**config.mk**
```make
export PLATFORM = sky130hd
export DESIGN_NAME = dmem_arbiter
export DESIGN_NICKNAME = d
export VERILOG_FILES = /design/src/rtl/dmem_arb_pkg.sv /design/src/rtl/arb_rr_pick.sv /design/src/rtl/dmem_arbiter.sv
export SDC_FILE = /design/constraint.sdc
export NUM_CORES = 1
export LEC_CHECK = 0
export ABC_CLOCK_PERIOD_IN_PS = 4800
export BUFFER_PORTS_ARGS = -buffer_cell sky130_fd_sc_hd__buf_2
export CAP_MARGIN = 0
export CORE_ASPECT_RATIO = 0.75
export CORE_MARGIN = 1
export CORE_UTILIZATION = 38
export DETAILED_ROUTE_END_ITERATION = 7
export PLACE_DENSITY = 0.88
export RECOVER_POWER = 100
export SETUP_SLACK_MARGIN = 0.15
export SLEW_MARGIN = 30
export SYNTH_ARGS = -nofsm -noshare
export SYNTH_HDL_FRONTEND = slang
export SYNTH_SLANG_ARGS = --single-unit
```
**constraint.sdc**
```tcl
create_clock -name clk -period 4.8 [get_ports clk]
set_input_delay 0 -clock clk [delete_from_list [all_inputs] [get_ports clk]]
set_output_delay 0 -clock clk [all_outputs]
set_load 0.005 [all_outputs]
```
**src/rtl/dmem_arb_pkg.sv**
```systemverilog
// Shared types and defaults for the data-RAM arbiter between the Controller
// (port 0) and the loader/debug master (port 1).
package dmem_arb_pkg;

    typedef enum logic [1:0] {
        OWN_IDLE = 2'd0,
        OWN_P0   = 2'd1,
        OWN_P1   = 2'd2
    } owner_e;

    localparam int DMEM_ADDR_W    = 8;
    localparam int DMEM_DATA_W    = 16;
    localparam int DMEM_MAX_BURST = 4;

    // Counter must hold MAX_BURST itself, since it saturates there.
    function automatic int cnt_width(input int max_burst);
        return $clog2(max_burst + 1);
    endfunction

    localparam int CNT_W = cnt_width(DMEM_MAX_BURST);

endpackage

```
**src/rtl/arb_rr_pick.sv**
```systemverilog
// Next-owner policy: round-robin on ties, burst-limited handover, and no
// IDLE bubble when the other port is already waiting.
module arb_rr_pick
    import dmem_arb_pkg::*;
#(
    parameter int MAX_BURST = DMEM_MAX_BURST,
    parameter int BEAT_W    = CNT_W
) (
    input  logic              req0,
    input  logic              req1,
    input  owner_e            owner,
    input  owner_e            last_owner,
    input  logic [BEAT_W-1:0] cnt,
    output owner_e            next_owner
);

    logic [BEAT_W:0] cnt_inc;
    logic            burst_done;

    always_comb begin
        // While an owner holds its request, the current cycle is a beat, so
        // cnt_inc is the count this beat produces.
        cnt_inc    = {1'b0, cnt} + (BEAT_W+1)'(1);
        burst_done = cnt_inc >= (BEAT_W+1)'(MAX_BURST);
        next_owner = owner;
        case (owner)
            OWN_P0: begin
                if (!req0)
                    next_owner = req1 ? OWN_P1 : OWN_IDLE;
                else if (burst_done && req1)
                    next_owner = OWN_P1;
            end
            OWN_P1: begin
                if (!req1)
                    next_owner = req0 ? OWN_P0 : OWN_IDLE;
                else if (burst_done && req0)
                    next_owner = OWN_P0;
            end
            default: begin
                if (req0 && req1)
                    next_owner = (last_owner == OWN_P0) ? OWN_P1 : OWN_P0;
                else if (req0)
                    next_owner = OWN_P0;
                else if (req1)
                    next_owner = OWN_P1;
                else
                    next_owner = OWN_IDLE;
            end
        endcase
    end

endmodule

```
**src/rtl/dmem_arbiter.sv**
```systemverilog
// Two-port arbiter for the single-port data RAM: registered grants, burst
// counting, and 1-cycle read-data return routed by a port tag.
module dmem_arbiter
    import dmem_arb_pkg::*;
#(
    parameter int ADDR_W    = DMEM_ADDR_W,
    parameter int DATA_W    = DMEM_DATA_W,
    parameter int MAX_BURST = DMEM_MAX_BURST
) (
    input  logic              clk,
    input  logic              rst,
    input  logic              req0,
    input  logic              we0,
    input  logic [ADDR_W-1:0] addr0,
    input  logic [DATA_W-1:0] wdata0,
    input  logic              req1,
    input  logic              we1,
    input  logic [ADDR_W-1:0] addr1,
    input  logic [DATA_W-1:0] wdata1,
    output logic              gnt0,
    output logic              gnt1,
    output logic              rvalid0,
    output logic              rvalid1,
    output logic [DATA_W-1:0] rdata,
    output logic [ADDR_W-1:0] ram_addr,
    output logic              ram_wr,
    output logic [DATA_W-1:0] ram_wdata,
    input  logic [DATA_W-1:0] ram_rdata
);

    localparam int BEAT_W = cnt_width(MAX_BURST);

    owner_e            owner;
    owner_e            next_owner;
    owner_e            last_owner;
    logic [BEAT_W-1:0] cnt;
    logic              beat;
    logic              rd_beat;
    logic              rd_pend_p1;
    logic              rd_tag_p1;

    function automatic logic [BEAT_W-1:0] sat_inc(input logic [BEAT_W-1:0] c);
        if (c >= BEAT_W'(MAX_BURST))
            return BEAT_W'(MAX_BURST);
        return c + BEAT_W'(1);
    endfunction

    arb_rr_pick #(
        .MAX_BURST (MAX_BURST),
        .BEAT_W    (BEAT_W)
    ) u_pick (
        .req0       (req0),
        .req1       (req1),
        .owner      (owner),
        .last_owner (last_owner),
        .cnt        (cnt),
        .next_owner (next_owner)
    );

    always_comb begin
        beat    = ((owner == OWN_P0) && req0) || ((owner == OWN_P1) && req1);
        rd_beat = ((owner == OWN_P0) && req0 && !we0) || ((owner == OWN_P1) && req1 && !we1);
    end

    always_ff @(posedge clk or posedge rst) begin
        if (rst) begin
            owner      <= OWN_IDLE;
            last_owner <= OWN_P1;
            cnt        <= '0;
            rd_pend_p1 <= 1'b0;
        end else begin
            owner <= next_owner;
            if (owner != OWN_IDLE && next_owner != owner)
                last_owner <= owner;
            if (owner == OWN_IDLE || next_owner != owner)
                cnt <= '0;
            else if (beat)
                cnt <= sat_inc(cnt);
            rd_pend_p1 <= rd_beat;
        end
    end

    // ---- read return stage: tag travels with the pending read ----
    always_ff @(posedge clk) begin
        rd_tag_p1 <= (owner == OWN_P1);
    end

    always_comb begin
        gnt0      = (owner == OWN_P0);
        gnt1      = (owner == OWN_P1);
        ram_addr  = '0;
        ram_wr    = 1'b0;
        ram_wdata = '0;
        case (owner)
            OWN_P0: begin
                ram_addr  = addr0;
                ram_wr    = we0 && req0;
                ram_wdata = wdata0;
            end
            OWN_P1: begin
                ram_addr  = addr1;
                ram_wr    = we1 && req1;
                ram_wdata = wdata1;
            end
            default: ;
        endcase
        rvalid0 = rd_pend_p1 && !rd_tag_p1;
        rvalid1 = rd_pend_p1 && rd_tag_p1;
        rdata   = ram_rdata;
    end

endmodule
```
### Yosys cells after proc, flatten, opt, wreduce, memory -nomap -nowiden

Index checks and enable logic that the tools add are counted.

* order comparisons: 2
* mux-type cells: 20
* add/subtract/negate cells: 2
* reductions and logical operators: 21
* eq/ne operators: 4

Operator list (number)
* 16-bit case mux with 2 select lines: 1
* 2-bit two-way mux: 8
* 8-bit case mux with 2 select lines: 1
* 1-bit logical AND: 12
* 3-bit two-way mux: 4
* 3-bit by 1-bit adder with 4-bit output (second input constant): 1
* 2-bit by 1-bit == test with 1-bit output (second input constant): 2
* 4-bit by 3-bit >= comparator with 1-bit output (second input constant): 1
* 1-bit two-way mux: 4
* 2-bit case mux with 2 select lines: 1
* 2-bit nonzero test: 2
* 3-bit by 1-bit adder with 3-bit output (second input constant): 1
* 3-bit >= comparator (second input constant): 1
* 1-bit logical NOT: 3
* 1-bit logical OR: 3
* 2-bit == test (second input constant): 1
* 2-bit logical NOT: 1
* 2-bit != test: 1
* 1-bit case mux with 2 select lines: 1

* bits of input ports: 70
* bits in registers: 9

### Longest topological paths before layout

* word-level depth: 12
* mapped depth: 9
* depth with buffers taken out: 8

### By module

A second synthesis with hierarchy kept.

* cell total of the unflattened synthesis: 149
* area total of the unflattened synthesis: 1173.6 um^2

By module, submodules not included
* dmem_arbiter: times used 1, cells each 125, area each 1019.7 um^2, sequential area each 221.5 um^2
* arb_rr_pick: times used 1, cells each 24, area each 153.9 um^2, sequential area each 0.0 um^2

### Least setup slack after synthesis

OpenSTA, ideal clock, no wires.

* kind: reg-to-reg
* start: register cnt[0]
* end: register last_owner[0]
* setup slack: 2758 ps
* stages on the path, launching flop included: 9
* period minus slack after synthesis: 2042 ps
* data arrival time: 1939 ps
* path buffers: 0
* data required time: 4696 ps
* cell sequence: dfrtp_1 ha_1 inv_1 ha_1 a31oi_2 a311oi_1 a311o_1 a311o_1 o311ai_1

* cells in the longest elaborated chain, start to end: 8
* elaborated cells between the ends (all ways): 11
* classes of those cells: add/sub: 1; order compare: 1; eq/ne: 1; mux: 5; reduce/logical: 3

RTL lines
* start, declared: RTL line dmem_arbiter.sv:36 `logic [BEAT_W-1:0] cnt;`
* start signal, assigned: RTL line dmem_arbiter.sv:78 `cnt <= sat_inc(cnt);`
* 3-bit by 1-bit adder with 4-bit output *: RTL line arb_rr_pick.sv:23 `cnt_inc = {1'b0, cnt} + (BEAT_W+1)'(1);`
* 4-bit by 3-bit >= comparator with 1-bit output *: RTL line arb_rr_pick.sv:24 `burst_done = cnt_inc >= (BEAT_W+1)'(MAX_BURST);`
* 1-bit logical AND, on equally long branches: RTL line arb_rr_pick.sv:36, arb_rr_pick.sv:30
* 2-bit two-way mux, on equally long branches: RTL line arb_rr_pick.sv:36, arb_rr_pick.sv:30
* 2-bit two-way mux, on equally long branches: RTL line arb_rr_pick.sv:34, arb_rr_pick.sv:28
* 2-bit case mux with 2 select lines *: RTL line arb_rr_pick.sv:26 `case (owner)`
* net next_owner[0]: RTL line dmem_arbiter.sv:34 `owner_e next_owner;`
* 2-bit != test *: RTL line dmem_arbiter.sv:73 `if (owner != OWN_IDLE && next_owner != owner)`
* 1-bit logical AND *: RTL line dmem_arbiter.sv:73
* end signal, assigned: RTL line dmem_arbiter.sv:74 `last_owner <= owner;`
* end, declared: RTL line dmem_arbiter.sv:35 `owner_e last_owner;`

Mark *: on every way through the listed nets, which the timed path passes. The rest lies on a longest branch.
A chain may end at the register's enable or synchronous reset.

### Final worst setup path

* start: register owner[0]
* end: register cnt[1]

* cells in the longest elaborated chain, start to end: 6
* elaborated cells between the ends (all ways): 15
* classes of those cells: eq/ne: 3; mux: 6; reduce/logical: 6

RTL lines
* start, declared: RTL line dmem_arbiter.sv:33 `owner_e owner;`
* start signal, assigned: RTL line dmem_arbiter.sv:72 `owner <= next_owner;`
* 2-bit two-way mux, on equally long branches: RTL line arb_rr_pick.sv:36, arb_rr_pick.sv:30
* 2-bit two-way mux, on equally long branches: RTL line arb_rr_pick.sv:34, arb_rr_pick.sv:28
* 2-bit case mux with 2 select lines: RTL line arb_rr_pick.sv:26
* 2-bit != test: RTL line dmem_arbiter.sv:75 `if (owner == OWN_IDLE || next_owner != owner)`
* 1-bit logical OR: RTL line dmem_arbiter.sv:75
* 3-bit two-way mux or 2-bit nonzero test (tied branches)

Parallel ways exist; a longest one is shown, timed or not.

==> results.yml <==
run_status:
  status: "completed"
cells_and_area:
  multi_input_area_um2: 842.1
  seq_area_um2: 221.5
  syn2layout_area_growth_pct: 24.68
  num-fill-cells: 317
  final_common_cell: "buf_2"
  antennaDiodeCount: 0
  nets: 306
  drive_gt1_share_pct: 27.83
  layout_common_cells: "buf_2 (55), clkbuf_1 (28), nor2b_1 (26)"
power:
  leakage_nw: 0.6629
  power_mw: 0.8490
  powerDensity_nw_per_um2: 533.0
  ir_drop_uv: 249.2
timing:
  finalHoldViolations: 0
  final.min_clock_period_ps: 2805
  rsz0062_at_grt: "false"
  fmax_mhz: 356.6
  slew_violations: 0
  skew_ps: 3.210
  finalSetupTns_ps: 0
  relSlewSlack_pct: 28.13
  finalSetupViolCount: 0
  worst_pin_slew_ps: 1078
  min_period_over_period_pct: 58.43
clocking:
  cts_buffer_depth: 2
  htreeDepth: 1
  clock-root-buffer: "clkbuf_8"
  cts.clk_slew.worst_paths_ps: 50
  cts_tree: "done"
  insertion_delay_ps: 230
  cts.sinks: 9
  postCtsSetupBuffers: 0
  cts_made_buffers: 3
yosys:
  ys_top_cells_by_area: "a22oi_1 (14%), dfrtp_1 (14%), nor2b_1 (13%), buf_4 (10%), ha_1 (4.9%)"
  netlist.area_leader.share_pct: 14.10
  synth.distinct_cells: 46
  synth_warnings: 0
  ys_seq_area_share_pct: 17.34
  synth.avg_cell_area_um2: 7.471
  async_flop_share_pct: 88.89
  syn-num-nets: 246
  synth_edf_count: 0
  synth_cells: 171
  synthesis.area_um2: 1277
  ys_ff_latch: 9
  ys.flop_type: "dfrtp_1"
  synth_largest_area_cell: "a22oi_1"
worst_setup_path:
  cp-end-kind: "register"
  timing.rr.start: "owner[0]"
  worstPathMaxFanout: 32
  crit_buf_inv: 1
  path_class: "reg2reg"
  cp_data_required_time_ps: 4940
  critPathArrivalTime_ps: 2950
  path_cells: "inv_1 -> ha_1 -> nand4_1 -> a21o_1 -> o22a_1 -> a32o_1 -> nor3_1"
  cp-start-kind: "register"
  crit_family: "adder cells"
  crit_start: "owner[0]"
  slowest_delay_ps: 900
  cp_slowest_cell: "ha_1"
routing:
  dr.pass1.iters: 4
  vias_per_cell: 5.634
  drt_iter0_drc: 107
  drcViolationCount: 0
  avgRoutedWirePerCell_um: 14.03
  ant_nets: 0
  routed_wl_um: 3760
  num_vias: 1510
global_routing:
  grt_pass1_wl_um: 5161
  antenna_found_initial: 0
  grt_pass1_vias: 1207
  overflow: 0
  grt_start_max_net_pins: 40
  grt_use_total_pct: 18.94
placement:
  gp_congestion: 0.9407
  dpl.hpwl_um: 2862
  port_buffers: 82
worst_hold_path:
  hold_path.class: "in2out"
  hp-start: "ram_rdata[15]"
floorplan:
  dieArea_um2: 3600
  core_area_um2: 3063
  die_h_um: 52.22
  top_level_ports: 115
  initial_core_util_pct: 41.71
  rows: 17
  dieWidth_um: 68.95
flow_run:
  drv_cap: 0
==> logic make-up (layout without fill, tap and decap cells) <==
group | count (synthesis) | count (layout) | synth area share [%]
AO/OA/AOI/OAI | 58 | 58 | 33.69
adder cells (fa/ha/maj) | 5 | 5 | 4.897
buffers and inverters | 38 | 97 | 16.65
flip-flops | 9 | 9 | 17.34
AND/OR/NAND/NOR | 61 | 61 | 27.43
==> power breakdown <==
part / switching, mW / total (mW) / internal (mW)
Sequential: 0.0267 / 0.130 / 0.103
Combinational: 0.349 / 0.630 / 0.282
Clock: 0.0306 / 0.0886 / 0.0579
Total: 0.406 / 0.849 / 0.443
==> cell usage after synthesis, types with 2 or more instances <==
cell type,number
a21o_1,2
a21oi_1,12
a22oi_1,24
a311o_1,2
a311oi_1,2
and2_1,2
buf_1,5
buf_2,2
buf_4,17
clkbuf_1,5
dfrtp_1,7
ha_1,5
inv_1,8
nand2_1,9
nand2b_1,3
nand3_1,6
nor2_1,3
nor2b_1,26
nor3_1,4
==> worst register-to-register path, delay by kind of cell, from the launching register on <==
family,cells,cell delay [ps]
buffers and inverters,1,180
adder cells (fa/ha/maj),1,900
AND/OR/NAND/NOR,2,430
flip-flops,1,450
AO/OA/AOI/OAI,3,760
==> flip-flops by register name, summed over array words and instances (netlist names) <==
signal / cells
rd_pend_p1: 1
rd_tag_p1: 1
cnt: 3
last_owner: 2
owner: 2
==> layout make-up <==
type                       count  share of cell area [%]
clock buffer                   4                   2.828
multi-input combinational    124                   52.87
inverter                       8                   1.885
sequential                     9                   13.90
timing repair buffer          85                   25.53
tap                           38                   2.985
==> stage by stage <==
stage / hold slack, ps / util (%) / instances / setup WS (ps) / area, um2
floorplan: -185.1 / - / 171 / 2758 / 1277
finish: 0.002245 / 52.00 / 268 / 1996 / 1593
global placement: -39.97 / 50.69 / 261 / 2187 / 1553
global route: 0.008907 / 52.00 / 268 / 1797 / 1593
detailed placement: -31.16 / 50.69 / 261 / 2071 / 1553
CTS: 0.03458 / 53.15 / 268 / 2045 / 1628
==> per-layer routing <==
layer / wire [um] / global-route usage, % / share of wire [%]
met1: 1610 / 24.80 / 43
met3: 333 / 6.087 / 8.9
met5: 0 / 0 / 0
met4: 14 / 3.401 / 0.37
met2: 1801 / 30.42 / 48
==> final timing paths <==
| check | to | slack [ps] | depth (start not counted) |
|---|---|---|---|
| min reg2reg | last_owner[1] | 520 | 2 |
| min in group asynchronous | last_owner[0] | 270 | 3 |
| max in group asynchronous | last_owner[1] | 4240 | 3 |
| max | cnt[1] | 2000 | 7 |
| max reg2reg | cnt[1] | 2000 | 7 |
| min | rdata[15] | 0.002 | 0 |
==> timing repair <==
item,in CTS,in global routing
hold buffers,3,0
resized for setup,0,0
hold endpoints to repair,9,0
setup endpoints to repair,0,0
Note: power is estimated with default switching activity, not from simulation.
